### config.mk
export PLATFORM = sky130hd
export DESIGN_NAME = alg_nrise_count_flat
export DESIGN_NICKNAME = d
export VERILOG_FILES = /design/src/rtl/alg_pkg.sv /design/src/rtl/alg_nrise_count_if.sv /design/src/rtl/alg_edge_det.sv /design/src/rtl/alg_nrise_count.sv /design/src/flat_wrapper.sv
export SDC_FILE = /design/constraint.sdc
export NUM_CORES = 1
export LEC_CHECK = 0
export CORE_MARGIN = 2
export CORE_UTILIZATION = 52
export CTS_BUF_LIST = sky130_fd_sc_hd__clkbuf_8
export DETAILED_ROUTE_END_ITERATION = 6
export PLACE_DENSITY_LB_ADDON = 0.1
export SETUP_SLACK_MARGIN = 0.05
export SLEW_MARGIN = 20
export SYNTH_ARGS = -nofsm -noshare
export SYNTH_HDL_FRONTEND = slang
export SYNTH_SLANG_ARGS = --single-unit
### constraint.sdc
create_clock -name clk -period 1.9 [get_ports clk]
set_input_delay 0.38 -clock clk [delete_from_list [all_inputs] [get_ports clk]]
set_output_delay 0.38 -clock clk [all_outputs]
set_load 0.01 [all_outputs]
### src/rtl/alg_pkg.sv
`default_nettype none
// ============================================================================
// Module   : alg_pkg
// Purpose  : Shared ALG constants, nrise FSM encoding and saturation helper.
// Revision : 1.0 - initial release
// ============================================================================
package alg_pkg;

   localparam int ALG_NRISE_W = 3;

   typedef enum logic [1:0] {
      ST_IDLE = 2'd0,
      ST_ARM  = 2'd1,
      ST_RUN  = 2'd2
   } alg_nrise_state_t;

   function automatic int alg_sat_lim(input int w);
      return (1 << w) - 1;
   endfunction

   localparam int ALG_NRISE_SAT = alg_sat_lim(ALG_NRISE_W);

endpackage
`default_nettype wire

### src/rtl/alg_nrise_count_if.sv
`default_nettype none
// ============================================================================
// Module   : alg_nrise_count_if
// Purpose  : Control/result bundle between the comparator path and nrise count.
// Revision : 1.0 - initial release
// ============================================================================
interface alg_nrise_count_if #(
   parameter int CNT_W = alg_pkg::ALG_NRISE_W
);
   logic             en;
   logic             sig_in;
   logic [CNT_W-1:0] nrise;
   logic             nrise_vld;
   logic             sat;

   modport master (output en, sig_in, input nrise, nrise_vld, sat);
   modport slave  (input en, sig_in, output nrise, nrise_vld, sat);
endinterface
`default_nettype wire

### src/rtl/alg_edge_det.sv
`default_nettype none
// ============================================================================
// Module   : alg_edge_det
// Purpose  : Optional 2-flop sync (ALG_NRISE_SYNC_EN), s_prev and rise pulse.
// Revision : 1.0 - initial release
// ============================================================================
module alg_edge_det (
   input  wire  clk,
   input  wire  rst,
   input  wire  i_sig,
   input  wire  i_arm,
   input  wire  i_run,
   output logic o_edge
);

   logic w_s;
   logic r_s_prev;

`ifdef ALG_NRISE_SYNC_EN
   logic r_sync1;
   logic r_sync2;

   always_ff @(posedge clk or posedge rst) begin
      if (rst) begin
         r_sync1 <= 1'b0;
         r_sync2 <= 1'b0;
      end else begin
         r_sync1 <= i_sig;
         r_sync2 <= r_sync1;
      end
   end

   assign w_s = r_sync2;
`else
   assign w_s = i_sig;
`endif

   // The ARM load makes the level present at enable the reference, not an edge.
   always_ff @(posedge clk or posedge rst) begin
      if (rst) begin
         r_s_prev <= 1'b0;
      end else if (i_arm || i_run) begin
         r_s_prev <= w_s;
      end
   end

   assign o_edge = i_run & w_s & ~r_s_prev;

endmodule
`default_nettype wire

### src/rtl/alg_nrise_count.sv
`default_nettype none
// ============================================================================
// Module   : alg_nrise_count
// Purpose  : Windowed rising-edge counter producing saturated nrise code.
//            Input synchronizer enabled by defining ALG_NRISE_SYNC_EN.
// Revision : 1.0 - initial release
// ============================================================================
module alg_nrise_count
   import alg_pkg::*;
#(
   parameter int WIN_LEN = 64,
   parameter int CNT_W   = ALG_NRISE_W
) (
   input  wire              clk,
   input  wire              rst,
   alg_nrise_count_if.slave bus
);

   localparam int                c_WC_W    = (WIN_LEN > 1) ? $clog2(WIN_LEN) : 1;
   localparam logic [c_WC_W-1:0] c_WC_LAST = c_WC_W'(WIN_LEN - 1);
   localparam logic [c_WC_W-1:0] c_WC_ONE  = c_WC_W'(1);
   localparam logic [CNT_W-1:0]  c_SAT_LIM = CNT_W'(alg_sat_lim(CNT_W));
   localparam logic [CNT_W-1:0]  c_ACC_ONE = CNT_W'(1);

   alg_nrise_state_t  r_state;
   logic [c_WC_W-1:0] r_wcnt;
   logic [CNT_W-1:0]  r_acc;
   logic              r_ovf;
   logic [CNT_W-1:0]  r_nrise;
   logic              r_sat;
   logic              r_vld;

   logic              w_arm;
   logic              w_run;
   logic              w_edge;
   logic              w_full;
   logic              w_term;
   logic [CNT_W-1:0]  w_acc_nxt;

   assign w_arm     = (r_state == ST_ARM);
   assign w_run     = (r_state == ST_RUN);
   assign w_full    = (r_acc == c_SAT_LIM);
   assign w_term    = w_run && (r_wcnt == c_WC_LAST);
   assign w_acc_nxt = (w_edge && !w_full) ? (r_acc + c_ACC_ONE) : r_acc;

   alg_edge_det u_edge_det (
      .clk    (clk),
      .rst    (rst),
      .i_sig  (bus.sig_in),
      .i_arm  (w_arm),
      .i_run  (w_run),
      .o_edge (w_edge)
   );

   always_ff @(posedge clk or posedge rst) begin
      if (rst) begin
         r_state <= ST_IDLE;
         r_wcnt  <= '0;
         r_acc   <= '0;
         r_ovf   <= 1'b0;
         r_nrise <= '0;
         r_sat   <= 1'b0;
         r_vld   <= 1'b0;
      end else begin
         r_vld <= 1'b0;
         if (!bus.en) begin
            // Partial window is dropped; published results stay as they were.
            r_state <= ST_IDLE;
            r_wcnt  <= '0;
            r_acc   <= '0;
            r_ovf   <= 1'b0;
         end else begin
            case (r_state)
               ST_IDLE: begin
                  r_state <= ST_ARM;
                  r_wcnt  <= '0;
                  r_acc   <= '0;
                  r_ovf   <= 1'b0;
               end
               ST_ARM: begin
                  r_state <= ST_RUN;
                  r_wcnt  <= '0;
                  r_acc   <= '0;
                  r_ovf   <= 1'b0;
               end
               ST_RUN: begin
                  if (w_term) begin
                     // A terminal-cycle edge closes with this window; next starts gap-free.
                     r_nrise <= w_acc_nxt;
                     r_sat   <= r_ovf | (w_edge & w_full);
                     r_vld   <= 1'b1;
                     r_wcnt  <= '0;
                     r_acc   <= '0;
                     r_ovf   <= 1'b0;
                  end else begin
                     r_wcnt <= r_wcnt + c_WC_ONE;
                     r_acc  <= w_acc_nxt;
                     if (w_edge && w_full) begin
                        r_ovf <= 1'b1;
                     end
                  end
               end
               default: begin
                  r_state <= ST_IDLE;
               end
            endcase
         end
      end
   end

   assign bus.nrise     = r_nrise;
   assign bus.sat       = r_sat;
   assign bus.nrise_vld = r_vld;

endmodule
`default_nettype wire

### src/flat_wrapper.sv
// flat-port wrapper written by rule: the top's interface ports become plain ports
module alg_nrise_count_flat import alg_pkg::*;
#(
   parameter int WIN_LEN = 64,
   parameter int CNT_W   = ALG_NRISE_W
)
  (clk, rst, bus_en, bus_sig_in, bus_nrise, bus_nrise_vld, bus_sat);
  alg_nrise_count_if #(.CNT_W(CNT_W)) bus_i ();
  input  wire clk;
  input  wire rst;
  input wire logic [$bits(bus_i.en)-1:0] bus_en;
  input wire logic [$bits(bus_i.sig_in)-1:0] bus_sig_in;
  output wire logic [$bits(bus_i.nrise)-1:0] bus_nrise;
  output wire logic [$bits(bus_i.nrise_vld)-1:0] bus_nrise_vld;
  output wire logic [$bits(bus_i.sat)-1:0] bus_sat;
  assign bus_i.en = bus_en;
  assign bus_i.sig_in = bus_sig_in;
  assign bus_nrise = bus_i.nrise;
  assign bus_nrise_vld = bus_i.nrise_vld;
  assign bus_sat = bus_i.sat;
  alg_nrise_count #(.WIN_LEN(WIN_LEN), .CNT_W(CNT_W)) u_core (.clk(clk), .rst(rst), .bus(bus_i));
endmodule
After elaboration in Yosys (flattened, before gate mapping). Index checks and enable logic that the tools add are counted.

Bits in registers: 18. Latch bits: 0. Memory bits (writable): 0. Memory bits (read-only): 0. Output and inout bits: 5. Memories kept: 0.

Add/sub/neg operators: 2. Multipliers: 0. Div/mod/pow operators: 0. $lt $le $gt $ge: 0. Eq/ne operators: 7. Shift-type cells: 0. Mux-type cells: 16. Bitwise gates (word level): 5. Reductions and logical operators: 9.

Operators by type and width (number): two-way mux 6 bit (2); one-hot mux 6 bit (2 select lines) (1); two-way mux 3 bit (3); adder 6 x 1 -> 6 bit (second input constant) (1); == test 6 bit (second input constant) (1); two-way mux 1 bit (6); one-hot mux 2 bit (3 select lines) (1); one-hot mux 3 bit (2 select lines) (1); != test 4 x 2 -> 1 bit (second input constant) (1); adder 3 x 1 -> 3 bit (second input constant) (1); AND 1 bit (3); == test 3 bit (second input constant) (1); logical AND 1 bit (3); != test 3 x 2 -> 1 bit (second input constant) (1); AND reduction 3 bit (1); == test 2 x 1 -> 1 bit (second input constant) (1); == test 2 bit (second input constant) (1); logical NOT 2 bit (1); two-way mux 2 bit (1); != test 2 bit (second input constant) (1); one-hot mux 1 bit (2 select lines) (1); AND reduction 2 bit (1); OR reduction 2 bit (1); logical NOT 1 bit (1); other kinds (3) (3).

Depth between registers and ports, before layout. Gate-level depths: netlist (run 1).

Depth in word-level cells: 8. Mapped depth: 7. Gate-level depth less buffers: 6.

Modules after synthesis. Synthesis (run 1) repeated with hierarchy kept, for this count alone.

Cells, all modules: 88. Area, all modules: 920.9 µm².

By module, submodules not included: alg_nrise_count (times used 1, cells an instance 82, area an instance 869.6 µm²); alg_edge_det (times used 1, cells an instance 6, area an instance 51.3 µm²).

Least setup slack after synthesis (run 1). No wires, ideal clock.

Path kind: reg2reg. Start: register u_core.r_acc[0]. End: register u_core.r_nrise[1], in the netlist u_core.bus.nrise[1]. Setup time: 0.125 ns. Arrival: 1.688 ns. Data required time: 1.775 ns. Slack: 0.087 ns. Stages on the path, launching flop included: 6. Path buffers: 0. Path through: dfrtp_1 -> ha_1 -> ha_1 -> nor3_2 -> mux2_2 -> mux2_2.

Longest elaborated chain between the ends: 4. Elaborated cells on any way between the ends: 5. Classes of those cells: 1 x add/sub; 1 x eq/ne; 1 x mux; 2 x reduce/logical.

RTL lines: from (decl) (RTL line alg_nrise_count.sv:27) `logic [CNT_W-1:0] r_acc;`; from (signal assigned) (RTL line alg_nrise_count.sv:97) `r_acc <= w_acc_nxt;`; branches (longest 3 deep; another with adder 3 x 1 -> 3 bit); two-way mux 3 bit (*) (RTL line alg_nrise_count.sv:44) `assign w_acc_nxt = (w_edge && !w_full) ? (r_acc + c_ACC_ONE) : r_acc;`; to (signal assigned) (RTL line alg_nrise_count.sv:89) `r_nrise <= w_acc_nxt;`; to (decl) (RTL line alg_nrise_count.sv:29) `logic [CNT_W-1:0] r_nrise;`.

Every way passes the cells marked *. A chain may end at the register's enable or synchronous reset.

Final worst setup path (run 1).
Start: register u_core.r_wcnt[0]. End: register u_core.r_wcnt[3].

Longest elaborated chain between the ends: 5. Elaborated cells on any way between the ends: 6. Classes of those cells: 1 x add/sub; 1 x eq/ne; 3 x mux; 1 x reduce/logical.

RTL lines: from (decl) (RTL line alg_nrise_count.sv:26) `logic [c_WC_W-1:0] r_wcnt;`; from (signal assigned) (RTL line alg_nrise_count.sv:96) `r_wcnt <= r_wcnt + c_WC_ONE;`; branches (longest 2 deep; another with adder 6 x 1 -> 6 bit); two-way mux 6 bit (*) (RTL line alg_nrise_count.sv:87) `if (w_term) begin`; one-hot mux 6 bit (2 select lines) (*) (RTL line alg_nrise_count.sv:73) `case (r_state)`; two-way mux 6 bit (*) (RTL line alg_nrise_count.sv:66) `if (!bus.en) begin`.

Marked as above.

==> results of run 1 <==
-- what timing repair did --
action,CTS,global route
hold buffers,0,0
pin swaps,0,1
gates resized for setup,1,3
buffers inserted,0,0
endpoints found under the setup margin,2,6
-- final timing paths --
kind                       depth (start not counted)  slack [ns]                  end
setup / recovery                                   5        0.15     u_core.r_wcnt[3]
min in group clk                                   1        0.51  u_core.bus.nrise[1]
hold / removal                                     2        0.35  u_core.bus.nrise[1]
setup reg to reg                                   5        0.15     u_core.r_wcnt[3]
hold reg to reg                                    1        0.51  u_core.bus.nrise[1]
max in group asynchronous                          3        1.11     u_core.r_wcnt[5]
-- report_power, final --
part           leakage [nW]  switching (mW)  internal [mW]
Sequential            0.243          0.0218          0.401
Combinational         0.279          0.0661         0.0601
Clock                0.0216           0.127          0.141
Total                 0.544           0.215          0.602
-- routing by layer --
metal | vias up | track usage, % | share of wire [%]
met2 | 9 | 30.6 | 46
met5 | - | 0 | 0
li1 | 335 | - | -
met1 | 296 | 25.9 | 49
met4 | 0 | 10.3 | 2.1
met3 | 5 | 3.53 | 2.5
-- state kept, by name, indices dropped and copies added, names as in the netlist --
signal / flops
u_core.r_state: 2
u_core.bus.nrise_vld: 1
u_core.bus.nrise: 3
u_core.r_wcnt: 6
u_core.r_ovf: 1
u_core.r_acc: 3
u_core.u_edge_det.r_s_prev: 1
u_core.bus.sat: 1
-- kinds of logic after synthesis --
family	Yosys count	synth area share, %
buffers and inverters	6	3.25
multiplexers	9	10.6
flip-flops	18	48.8
AO/OA/AOI/OAI	15	10.6
adder cells (fa/ha/maj)	7	9.48
XOR/XNOR	2	1.90
AND/OR/NAND/NOR	25	15.4
-- synth_stat cells (all sizes together) --
master   n  share of area, %
nand2    7               3.1
buf      1               1.2
a21oi    1              0.54
nand3    6               3.3
xnor2    1              0.95
a41oi    1              0.95
and3     1               1.2
nor2     4               1.6
nor4     1              0.68
or4      1              0.81
o21ai    7               3.8
ha       7               9.5
xor2     1              0.95
inv      5               2.0
nor4b    1               1.6
a31oi    1              0.68
o21bai   1              0.81
nor3     1               1.1
a22o     3               2.8
and2     1              0.68
a31o     1              0.95
nor2b    2               1.4
mux2i    3               3.3
mux2     6               7.3
dfrtp   18                49
-- worst max-delay path, delay by kind of cell, from the launching register on --
family	cells	cell delay [ns]
flops	1	0.42
fa+ha+maj	1	0.25
compound gates	1	0.22
simple gates	3	0.80
-- per-stage QoR --
stage / power, mW / util, % / setup WS (ns) / setup TNS, ns / cells
3_5_place_dp: 0.542 / 64.9 / -0.00836 / -0.0164 / 117
3_3_place_gp: 0.540 / 64.9 / 0.00899 / 0 / 117
6_report: 0.817 / 68.4 / 0.152 / 0 / 120
5_1_grt: 0.852 / 68.4 / 0.0594 / 0 / 120
4_1_cts: 0.813 / 67.7 / 0.0765 / 0 / 120
2_1_floorplan: 0.497 / - / 0.0875 / 0 / 82
-- final cells by class --
type | instances | share of cell area [%]
multi-input cells | 58 | 39.9
well taps | 17 | 1.84
clock buffers | 3 | 3.57
inverters | 5 | 1.62
flip-flops and latches | 18 | 39.0
repair buffers | 19 | 14.1
-- cell usage in the layout (no fill, tap or decap) --
cell type	count
a21oi_1	1
a22o_1	3
a31o_1	1
a31oi_1	1
a41oi_1	1
and2_1	1
and3_4	1
buf_4	11
clkbuf_8	3
clkdlybuf4s50_1	8
dfrtp_1	18
ha_1	6
ha_4	1
inv_1	4
inv_2	1
mux2_2	6
mux2i_1	3
nand2_1	6
nand2_2	1
nand3_1	6
nor2_1	4
nor2b_1	2
nor3_4	1
nor4_1	1
nor4b_2	1
o21ai_0	7
o21bai_1	1
or4_1	1
xnor2_1	1
xor2_1	1
==> summary.txt, run 1 <==
Status
  • Status: completed

Cells and area
  • N_diodes: 0
  • Share of layout cells above drive strength 1: 25.2%
  • P&R area growth vs syn: 25.2%
  • Area of the multi-input gates: 462 sq um
  • # fillers: ~120
  • Sequential cell area: about 450 sq um
  • Post-route cell area: 1160 sq um
  • Fin nets: 116

STA
  • Clk_skew: 0.00107 ns
  • Worst hold slack: 0.348 ns
  • Final Cycle Share: 92.0%
  • Slew margin rel.: 83.2%
  • Final hold viol count: 0
  • RSZ-0062 raised after global routing: no
  • Pins Over Slew Limit: 0
  • Worst-Margin Slew: 0.252 ns
  • Tmin final: 1.75 ns
  • Max Freq: 0.572 GHz
  • Endpoints failing setup: 0

Pwr
  • Pwr per Cell Area: 706 nW/um^2
  • VDD IR max: between 0.6 and 0.7 mV
  • LEAKAGE: 0.544 nW

Route
  • Via count: 645
  • Routed wire length: ~1.6 mm
  • Total iterations of the first detailed-routing run: 4
  • DRC: 0
  • Iteration-0 DRC Markers: 7
  • Wire length per cell: 13.5 microns
  • Routed Antenna Nets: 0
  • Drt via density: 5.38

Critical path
  • CP max stage delay: roughly 0.5 ns
  • Arr. time, crit path: 1.94 ns
  • FF-to-FF Start: u_core.r_wcnt[0]
  • Worst-path fanout max: 5
  • CP Class: reg2reg
  • Crit path cell chain: ha_1, and3_4, a31o_1, or4_1, nand3_1
  • Worst Setup End Kind: flop
  • Startpoint types: flop
  • Critical Path Source: u_core.r_wcnt[0]
  • CP max-delay cell: or4_1
  • Worst path required time: approximately 2.1 ns

Global route
  • GRT Overall Usage: 19.6%
  • First-pass GRT wire length: around 2.9 mm
  • Largest net degree at the start of global routing: 13
  • Initial antenna violation count: 0
  • GR Overflow Total: 0
  • Number of global-route vias before repair: 659

Synth
  • Cells after synthesis: ~80
  • Avg Inst Size Synth: 11.3 sq um
  • #FFs+latches synth: 18
  • Mapped Area: 923 sq um
  • Post-Syn Nets: 93
  • Distinct cell type count after synthesis: 26
  • Yosys synthesis warning count: 0
  • Post-synthesis sequential area ratio: 48.8%

Floorplanning
  • Die Wd: ~46 microns
  • Starting Density: approximately 55%
  • IO Pins: 9
  • Die area: 2130 sq um
  • Rows: 15
  • Die span in y: approximately 46 microns
  • Area of the core: ~1700 sq um

Placement
  • Dpl cell area: 1100 sq um
  • DP HPWL: 1.22 mm
  • Buffers on Ports: 8
  • Placer Congestion: 0.773

CTS
  • Clk buf depth: 2
  • CTS root buf: clkbuf_8
  • Reg clk slew, reported paths: approximately 0.070 ns
  • CTS Sinks: 18
  • Htree depth: 1
  • CTS tree: yes
  • TritonCTS Buffers: 3
  • Clock latency on the worst-skew pair: 0.25 ns

Hold path
  • Hold crit path type: in2async

Job
  • Max cap viols: 0
Note: power is estimated with default switching activity, not from simulation.
==> inputs of run 2 (changes only) <==
--- a/config.mk
+++ b/config.mk
@@ -5,6 +5,7 @@
 export SDC_FILE = /design/constraint.sdc
 export NUM_CORES = 1
 export LEC_CHECK = 0
+export CAP_MARGIN = 10
 export CORE_MARGIN = 2
 export CORE_UTILIZATION = 52
 export CTS_BUF_LIST = sky130_fd_sc_hd__clkbuf_8
==> results of run 2 <==
No change in the layout: final DEF, timing and power equal those of run 1.
